[src/rtl/skeleton_ram_bist_if.sv]
// rtl/skeleton_ram_bist_if.sv - host bus of the multi-bank RAM BIST skeleton
interface skeleton_ram_bist_if #(
    parameter int BITWIDTH_SYS  = 16,
    parameter int BITWIDTH_HEAD = 26,
    parameter int BITWIDTH_ADR  = 6,
    parameter int NUM_BANKS     = 2
);
    localparam int BW_BANK = (NUM_BANKS > 1) ? $clog2(NUM_BANKS) : 1;

    logic                     EN;
    logic                     TRGG_START_CALC;
    logic                     RnW;
    logic [BW_BANK-1:0]       BANK_SEL;
    logic [BITWIDTH_ADR-1:0]  ADR;
    logic [BITWIDTH_SYS-1:0]  DATA_IN;
    logic [BITWIDTH_SYS-1:0]  DATA_OUT;
    logic [BITWIDTH_HEAD-1:0] DATA_HEAD;
    logic                     RDY;

    modport master (
        output EN, TRGG_START_CALC, RnW, BANK_SEL, ADR, DATA_IN,
        input  DATA_OUT, DATA_HEAD, RDY
    );

    modport slave (
        input  EN, TRGG_START_CALC, RnW, BANK_SEL, ADR, DATA_IN,
        output DATA_OUT, DATA_HEAD, RDY
    );
endinterface

[src/rtl/skeleton_ram_bist.sv]
// rtl/skeleton_ram_bist.sv - multi-bank RAM skeleton with pattern fill/check BIST sequencer
module skeleton_ram_bist #(
    parameter int BITWIDTH_IN   = 12,
    parameter int BITWIDTH_SYS  = 16,
    parameter int BITWIDTH_HEAD = 26,
    parameter int BITWIDTH_ADR  = 6,
    parameter int NUM_BANKS     = 2
) (
    input logic                CLK_SYS,
    input logic                RSTN,
    skeleton_ram_bist_if.slave bus
);
    localparam int P       = 2**BITWIDTH_ADR - 4;
    localparam int BW_BANK = (NUM_BANKS > 1) ? $clog2(NUM_BANKS) : 1;

    typedef enum logic [2:0] {
        S_IDLE, S_FILL, S_CHECK, S_FILL_INV, S_CHECK_INV
    } state_t;

    state_t state, state_nxt;

    logic [BITWIDTH_IN-1:0]  mem [NUM_BANKS][P];
    logic [BITWIDTH_IN-1:0]  rd_q;

    logic                    trig_q;
    logic                    mode_chk;
    logic                    start;
    logic [BW_BANK-1:0]      bank_cnt;
    logic [BITWIDTH_ADR-1:0] adr_cnt;
    logic                    drain;
    logic                    last_pos;

    logic                    cmp_valid;
    logic                    cmp_inv;
    logic [BW_BANK-1:0]      cmp_bank;
    logic [BITWIDTH_ADR-1:0] cmp_adr;
    logic                    mismatch;

    logic [BITWIDTH_SYS-1:0] err_cnt;
    logic                    err_flag;
    logic                    done;
    logic [BW_BANK-1:0]      fail_bank;
    logic [BITWIDTH_ADR-1:0] fail_adr;

    logic rdy, bist_we, bist_re, bist_inv, bist_end;
    logic host_we, host_re, adr_ok, bank_ok;
    logic [BITWIDTH_SYS-1:0] status_word;

    function automatic logic [BITWIDTH_IN-1:0] pattern(input logic [BW_BANK-1:0] b,
                                                       input logic [BITWIDTH_ADR-1:0] a,
                                                       input logic inv);
        logic [BITWIDTH_IN-1:0] p;
        p = BITWIDTH_IN'(32'(b) * 32'(P) + 32'(a));
        return inv ? ~p : p;
    endfunction

    // P is a multiple of 4, so the status window is exactly the addresses with all upper bits set
    assign adr_ok = ~&bus.ADR[BITWIDTH_ADR-1:2];

    if ((1 << BW_BANK) > NUM_BANKS) begin : g_bank_chk
        assign bank_ok = (bus.BANK_SEL < BW_BANK'(NUM_BANKS));
    end else begin : g_bank_all
        assign bank_ok = 1'b1;
    end

    if (BITWIDTH_SYS > BITWIDTH_IN) begin : g_unused_lsbs
        logic unused_data_lsbs;
        assign unused_data_lsbs = ^bus.DATA_IN[BITWIDTH_SYS-BITWIDTH_IN-1:0];
    end

    assign start    = bus.EN && bus.TRGG_START_CALC && !trig_q && (state == S_IDLE);
    assign last_pos = (bank_cnt == BW_BANK'(NUM_BANKS - 1)) && (adr_cnt == BITWIDTH_ADR'(P - 1));
    assign mismatch = cmp_valid && (rd_q != pattern(cmp_bank, cmp_adr, cmp_inv));

    always_ff @(posedge CLK_SYS or negedge RSTN) begin
        if (!RSTN) state <= S_IDLE;
        else       state <= state_nxt;
    end

    always_comb begin
        state_nxt = state;
        unique case (state)
            S_IDLE:      if (start)    state_nxt = bus.RnW ? S_CHECK : S_FILL;
            S_FILL:      if (last_pos) state_nxt = S_CHECK;
            S_CHECK:     if (drain)    state_nxt = mode_chk ? S_IDLE : S_FILL_INV;
            S_FILL_INV:  if (last_pos) state_nxt = S_CHECK_INV;
            S_CHECK_INV: if (drain)    state_nxt = S_IDLE;
            default:                   state_nxt = S_IDLE;
        endcase
    end

    always_comb begin
        rdy      = (state == S_IDLE);
        bist_we  = (state == S_FILL) || (state == S_FILL_INV);
        bist_re  = ((state == S_CHECK) || (state == S_CHECK_INV)) && !drain;
        bist_inv = (state == S_FILL_INV) || (state == S_CHECK_INV);
        bist_end = drain && ((state == S_CHECK_INV) || ((state == S_CHECK) && mode_chk));
        host_we  = bus.EN && rdy && !start && !bus.RnW && adr_ok && bank_ok;
        host_re  = bus.EN && rdy && !start && bus.RnW;
    end

    always_comb begin
        status_word = '0;
        unique case (bus.ADR[1:0])
            2'd0:    status_word = err_cnt;
            2'd1:    status_word = BITWIDTH_SYS'({done, err_flag, !rdy});
            2'd2:    status_word = BITWIDTH_SYS'({fail_bank, fail_adr});
            default: status_word = '0;
        endcase
    end

    // Memory contents survive reset, so the array has no reset branch
    always_ff @(posedge CLK_SYS) begin
        if (bist_we)
            mem[bank_cnt][adr_cnt] <= pattern(bank_cnt, adr_cnt, bist_inv);
        else if (host_we)
            mem[bus.BANK_SEL][bus.ADR] <= bus.DATA_IN[BITWIDTH_SYS-1 -: BITWIDTH_IN];
        if (bist_re)
            rd_q <= mem[bank_cnt][adr_cnt];
    end

    always_ff @(posedge CLK_SYS or negedge RSTN) begin
        if (!RSTN) begin
            bus.DATA_OUT <= '0;
        end else if (host_re) begin
            if (!adr_ok)
                bus.DATA_OUT <= status_word;
            else if (bank_ok)
                bus.DATA_OUT <= BITWIDTH_SYS'(mem[bus.BANK_SEL][bus.ADR]) << (BITWIDTH_SYS - BITWIDTH_IN);
            else
                bus.DATA_OUT <= '0;
        end
    end

    always_ff @(posedge CLK_SYS or negedge RSTN) begin
        if (!RSTN) begin
            trig_q    <= 1'b0;
            mode_chk  <= 1'b0;
            bank_cnt  <= '0;
            adr_cnt   <= '0;
            drain     <= 1'b0;
            cmp_valid <= 1'b0;
            cmp_inv   <= 1'b0;
            cmp_bank  <= '0;
            cmp_adr   <= '0;
        end else begin
            trig_q    <= bus.TRGG_START_CALC;
            cmp_valid <= bist_re;
            cmp_inv   <= bist_inv;
            cmp_bank  <= bank_cnt;
            cmp_adr   <= adr_cnt;
            if (start) begin
                mode_chk <= bus.RnW;
                bank_cnt <= '0;
                adr_cnt  <= '0;
                drain    <= 1'b0;
            end else if (bist_we || bist_re) begin
                if (adr_cnt == BITWIDTH_ADR'(P - 1)) begin
                    adr_cnt <= '0;
                    if (bank_cnt == BW_BANK'(NUM_BANKS - 1)) begin
                        bank_cnt <= '0;
                        drain    <= bist_re;
                    end else begin
                        bank_cnt <= bank_cnt + BW_BANK'(1);
                    end
                end else begin
                    adr_cnt <= adr_cnt + BITWIDTH_ADR'(1);
                end
            end else begin
                drain <= 1'b0;
            end
        end
    end

    always_ff @(posedge CLK_SYS or negedge RSTN) begin
        if (!RSTN) begin
            err_cnt   <= '0;
            err_flag  <= 1'b0;
            done      <= 1'b0;
            fail_bank <= '0;
            fail_adr  <= '0;
        end else if (start) begin
            err_cnt   <= '0;
            done      <= 1'b0;
            fail_bank <= '0;
            fail_adr  <= '0;
        end else begin
            if (mismatch) begin
                if (err_cnt != '1) err_cnt <= err_cnt + BITWIDTH_SYS'(1);
                err_flag  <= 1'b1;
                fail_bank <= cmp_bank;
                fail_adr  <= cmp_adr;
            end
            if (bist_end) done <= 1'b1;
        end
    end

    assign bus.RDY       = rdy;
    assign bus.DATA_HEAD = BITWIDTH_HEAD'({4'd3, 6'(P), 6'(NUM_BANKS), 5'(BITWIDTH_IN), 5'(BITWIDTH_IN)});
endmodule

[src/flat_wrapper.sv]
// flat-port wrapper written by rule: the top's interface ports become plain ports
module skeleton_ram_bist_flat 
#(
    parameter int BITWIDTH_IN   = 12,
    parameter int BITWIDTH_SYS  = 16,
    parameter int BITWIDTH_HEAD = 26,
    parameter int BITWIDTH_ADR  = 6,
    parameter int NUM_BANKS     = 2
)
  (CLK_SYS, RSTN, bus_EN, bus_TRGG_START_CALC, bus_RnW, bus_BANK_SEL, bus_ADR, bus_DATA_IN, bus_DATA_OUT, bus_DATA_HEAD, bus_RDY);
  skeleton_ram_bist_if #(.BITWIDTH_SYS(BITWIDTH_SYS), .BITWIDTH_HEAD(BITWIDTH_HEAD), .BITWIDTH_ADR(BITWIDTH_ADR), .NUM_BANKS(NUM_BANKS)) bus_i ();
  input logic CLK_SYS;
  input logic RSTN;
  input wire logic [$bits(bus_i.EN)-1:0] bus_EN;
  input wire logic [$bits(bus_i.TRGG_START_CALC)-1:0] bus_TRGG_START_CALC;
  input wire logic [$bits(bus_i.RnW)-1:0] bus_RnW;
  input wire logic [$bits(bus_i.BANK_SEL)-1:0] bus_BANK_SEL;
  input wire logic [$bits(bus_i.ADR)-1:0] bus_ADR;
  input wire logic [$bits(bus_i.DATA_IN)-1:0] bus_DATA_IN;
  output wire logic [$bits(bus_i.DATA_OUT)-1:0] bus_DATA_OUT;
  output wire logic [$bits(bus_i.DATA_HEAD)-1:0] bus_DATA_HEAD;
  output wire logic [$bits(bus_i.RDY)-1:0] bus_RDY;
  assign bus_i.EN = bus_EN;
  assign bus_i.TRGG_START_CALC = bus_TRGG_START_CALC;
  assign bus_i.RnW = bus_RnW;
  assign bus_i.BANK_SEL = bus_BANK_SEL;
  assign bus_i.ADR = bus_ADR;
  assign bus_i.DATA_IN = bus_DATA_IN;
  assign bus_DATA_OUT = bus_i.DATA_OUT;
  assign bus_DATA_HEAD = bus_i.DATA_HEAD;
  assign bus_RDY = bus_i.RDY;
  skeleton_ram_bist #(.BITWIDTH_IN(BITWIDTH_IN), .BITWIDTH_SYS(BITWIDTH_SYS), .BITWIDTH_HEAD(BITWIDTH_HEAD), .BITWIDTH_ADR(BITWIDTH_ADR), .NUM_BANKS(NUM_BANKS)) u_core (.CLK_SYS(CLK_SYS), .RSTN(RSTN), .bus(bus_i));
endmodule
[config.mk]
export PLATFORM = sky130hd
export DESIGN_NAME = skeleton_ram_bist_flat
export DESIGN_NICKNAME = d
export VERILOG_FILES = /design/src/rtl/skeleton_ram_bist_if.sv /design/src/rtl/skeleton_ram_bist.sv /design/src/flat_wrapper.sv
export SDC_FILE = /design/constraint.sdc
export NUM_CORES = 2
export LEC_CHECK = 0
export CAP_MARGIN = 30
export CORE_ASPECT_RATIO = 0.7
export CORE_MARGIN = 2
export CORE_UTILIZATION = 40
export CTS_CLUSTER_DIAMETER = 200
export DETAILED_ROUTE_END_ITERATION = 8
export GPL_ROUTABILITY_DRIVEN = 1
export PLACE_DENSITY = 0.63
export SETUP_SLACK_MARGIN = 0.05
export SYNTH_ARGS = -nofsm -noshare
export SYNTH_HDL_FRONTEND = slang
export SYNTH_SLANG_ARGS = --single-unit
[constraint.sdc]
create_clock -name CLK_SYS -period 13.45 [get_ports CLK_SYS]
set_input_delay 1.345 -clock CLK_SYS [delete_from_list [all_inputs] [get_ports CLK_SYS]]
set_output_delay 1.345 -clock CLK_SYS [all_outputs]
set_load 0.005 [all_outputs]
==> flow_summary_export.csv <==
group,metric,value,unit
run_status,status,"complete, no violations",
logic_synthesis,synth_top_area_share,60.6,%
route,wire_per_inst,38.7,um
min_path,hp-class,"primary input to async pin",
logic_synthesis,yosysWarnings,0,
critical_path,path_cells,"buf_4 > or3b_2 > buf_4 > o22ai_1 > nor3_1 > a21o_1 > nand4_1 > or4_1",
route,drc,0,
power_and_ir_drop,internal-power,0.00748,W
clocking,clockBufferDepth,3,
route,dr.pass1.iters,9,
power_and_ir_drop,power_frac_comb,2.8,%
timing,worst_pin_slew,1.22,ns
placed_design,dp_cells,6458,
logic_synthesis,synthFlopType,"edfxtp_1",
critical_path,r2r_setup_slack,7.53,ns
logic_synthesis,syn_avg_cell_area,17.4,sq um
logic_synthesis,ys_seq_area_share,62.7,%
power_and_ir_drop,power.share.clock,43.7,%
clocking,clock-sinks,1515,
clocking,cts_buffers,146,
critical_path,cp_slowest_cell,"dfrtp_4",
finish,layout_commonest_cell,"edfxtp_1",
placed_design,gp_congestion,1.06,
timing,period_share,44.0,%
logic_synthesis,netlist_instances,4128,
timing,fin_crit,5.92,ns
placed_design,dp_hpwl,171,mm
finish,multi_input_area,25300,sq um
logic_synthesis,synth-edff-count,1452,
grt,grt_pass1_wl,355,mm
route,via_per_inst,6.79,
floorplan,die_h,359,um
clocking,cts_tree,"built",
power_and_ir_drop,power_density,118,nW/um^2
finish,nets,4290,
timing,skew,0.0338,ns
grt,overflow,0,
finish,syn_to_final_growth,12.1,%
finish,final_cell_mix,"edfxtp_1, mux4_2, mux2i_1",
grt,antenna_found_initial,14,
floorplan,num_io_pins,71,
critical_path,worstPathMaxFanout,49,
logic_synthesis,synth-seq-cells,1515,
logic_synthesis,yosysTopAreaCell,"edfxtp_1",
critical_path,end_kind,"flop",
critical_path,cp.arrival,6.37,ns
route,antenna_left,0,
floorplan,fp.dieW,511,um
floorplan,initial_core_util,40.2,%
power_and_ir_drop,swShare,21.5,%
finish,final_layout_size_suffix_gt1_share,26.0,%
floorplan,design.core.area,179000,sq um
logic_synthesis,synth_cell_types,80,
route,wl,261,mm
power_and_ir_drop,power_switching,0.00204,W
grt,grt_usage,27.9,%
floorplan,rows,130,
logic_synthesis,netlist_area,72000,sq um
finish,fill_cells,15200,
timing,rsz0062_at_grt,"no",
logic_synthesis,synth.area.top_cells,"edfxtp_1, mux4_2, mux2i_1, dfrtp_1, o22ai_1",
timing,hold_viol,0,
grt,grt_max_degree,114,
timing,tns,0,ns
clocking,clockRootBuffer,"clkbuf_16",
placed_design,io_buffers,40,
power_and_ir_drop,ir_worst_vdd,0.117,mV
clocking,cts.htree.levels,4,
critical_path,worst_path_most_repeated_cell,"buf_4",
critical_path,worstPathRequired,13.90,ns
critical_path,cp-start-kind,"flop",
route,initialDrtViolationCount,8706,
timing,slew_headroom,18.8,%
power_and_ir_drop,seqPwrFrac,53.4,%
critical_path,criticalPathCategory,"flop to flop",
floorplan,die-area,183000,sq um
run,cap_violations,0,
critical_path,critPathMaxStageDelay,1.01,ns
power_and_ir_drop,p_leak,25.1,nW
clocking,clk_pin_slew_worst_paths,0.06,ns
clocking,cts_resized,0,
grt,grt_pass1_vias,43000,
finish,ff_latch_area,45200,sq um
finish,fin_cells,6748,
logic_synthesis,async_reset_ff_share,4.16,%
clocking,clk-insertion-delay-late,0.81,ns
timing,finalSetupViolCount,0,
timing,clock.fmax,0.169,GHz
timing,drv_slew,0,
clocking,hold_buffers,0,
clocking,post_cts_buffers,0,
route,vias,45800,
flip-flops by register name, summed over array words and instances (netlist names):
signal,count
u_core.bank_cnt,1
u_core.bus.DATA_OUT,16
u_core.fail_adr,6
u_core.cmp_adr,6
u_core.state,3
u_core.done,1
u_core.drain,1
u_core.mem,1440
u_core.fail_bank,1
u_core.cmp_valid,1
u_core.err_cnt,16
u_core.adr_cnt,6
u_core.err_flag,1
u_core.cmp_bank,1
u_core.rd_q,12
u_core.cmp_inv,1
u_core.trig_q,1
u_core.mode_chk,1
power groups by stage:
| stage | combinational [W] | clock [W] | sequential (W) |
|---|---|---|---|
| 2_1_floorplan | 0.000168 | 0 | 0.00519 |
| 3_3_place_gp | 0.000257 | 0 | 0.00519 |
| 3_5_place_dp | 0.000259 | 0 | 0.00519 |
| 4_1_cts | 0.000259 | 0.00418 | 0.00509 |
| 5_1_grt | 0.000275 | 0.00436 | 0.00508 |
| 6_report | 0.000270 | 0.00416 | 0.00509 |
worst max-delay path: cells and delay by family (launching register included):
family                 cells  cell delay [ns]
AND/OR/NAND/NOR            4             2.60
buffers and inverters      2             1.37
flip-flops                 1             1.01
AO/OA/AOI/OAI              2             0.43
stage by stage:
stage / power, W / worst slack [ns] / hold slack, ns / instance area [sq um] / util [%]
3_3_place_gp: 0.00545 / 7.24 / 0.465 / 75600 / 42.2
3_5_place_dp: 0.00545 / 7.22 / 0.467 / 75800 / 42.3
5_1_grt: 0.00972 / 7.77 / 0.322 / 80700 / 45.1
4_1_cts: 0.00953 / 7.71 / 0.480 / 80500 / 44.9
2_1_floorplan: 0.00536 / 5.47 / 0.378 / 72100 / -
6_report: 0.00952 / 7.53 / 0.335 / 80700 / 45.1
area by class of cell:
class	count	area share [%]
Multi-Input combinational cell	2284	31.4
Timing Repair Buffer	280	3.08
Sequential cell	1515	56.0
Clock buffer	195	4.91
Clock inverter	68	0.865
Antenna cell	7	0.0217
Tap cell	2376	3.68
Inverter	23	0.107
worst paths after layout:
kind                                                         start                                  to  depth (start not counted)
min in group CLK_SYS            u_core.bus.DATA_OUT[0]$_DFFE_PN0P_  u_core.bus.DATA_OUT[0]$_DFFE_PN0P_                          2
worst max register to register       u_core.adr_cnt[0]$_DFFE_PN0P_            u_core.rd_q[9]$_DFFE_PP_                          8
max in group asynchronous                                     RSTN       u_core.adr_cnt[0]$_DFFE_PN0P_                          2
worst max-delay path                 u_core.adr_cnt[0]$_DFFE_PN0P_            u_core.rd_q[9]$_DFFE_PP_                          8
worst min register to register  u_core.bus.DATA_OUT[0]$_DFFE_PN0P_  u_core.bus.DATA_OUT[0]$_DFFE_PN0P_                          2
worst min-delay path                                          RSTN  u_core.bus.DATA_OUT[2]$_DFFE_PN0P_                          1
per-layer routing:
layer / track usage [%] / vias up / part of all wire [%]
met2: 37.5 / 3592 / 41
li1: - / 17600 / -
met4: 9.76 / 12 / 3.7
met5: 0 / - / 0.085
met1: 38.9 / 24100 / 39
met3: 13.6 / 500 / 16
cells in the mapped netlist, types with 6 or more instances:
master and count:
mux2_2 33, a21o_1 10, o31ai_1 20, dfrtp_1 63, a221oi_1 18, or4_1 16, o211ai_1 16, o32ai_1 6
nand3_1 63, nor2_1 219, buf_4 87, and3_1 10, inv_1 22, a31oi_1 20, o221ai_1 9, a211oi_1 22
nor4_1 12, a211o_1 14, nand4_1 21, xor2_1 6, o21ai_0 60, buf_6 10, nor2b_1 25, a32oi_1 11
ha_1 10, mux4_2 583, o22ai_1 154, mux2i_1 394, nand2b_1 15, nor3_1 48, clkbuf_1 100, or3_1 11
edfxtp_1 1452, buf_2 105, a21oi_1 113, a22oi_1 97, a22o_1 13, nand2_1 113, buf_1 27, xnor2_1 12
cell families after synthesis:
| group | after synthesis | share of synthesized area, % |
|---|---|---|
| DFF | 1515 | 62.7 |
| muxes | 1016 | 24.4 |
| AOI/OAI and AO/OA | 624 | 5.81 |
| and+or+nand+nor | 588 | 3.96 |
| buffers and inverters | 353 | 2.60 |
| xor gates and xnor gates | 18 | 0.219 |
| adders and majority gates | 12 | 0.229 |
| other | 2 | 0.0104 |
(Power assumes the default switching activity.)
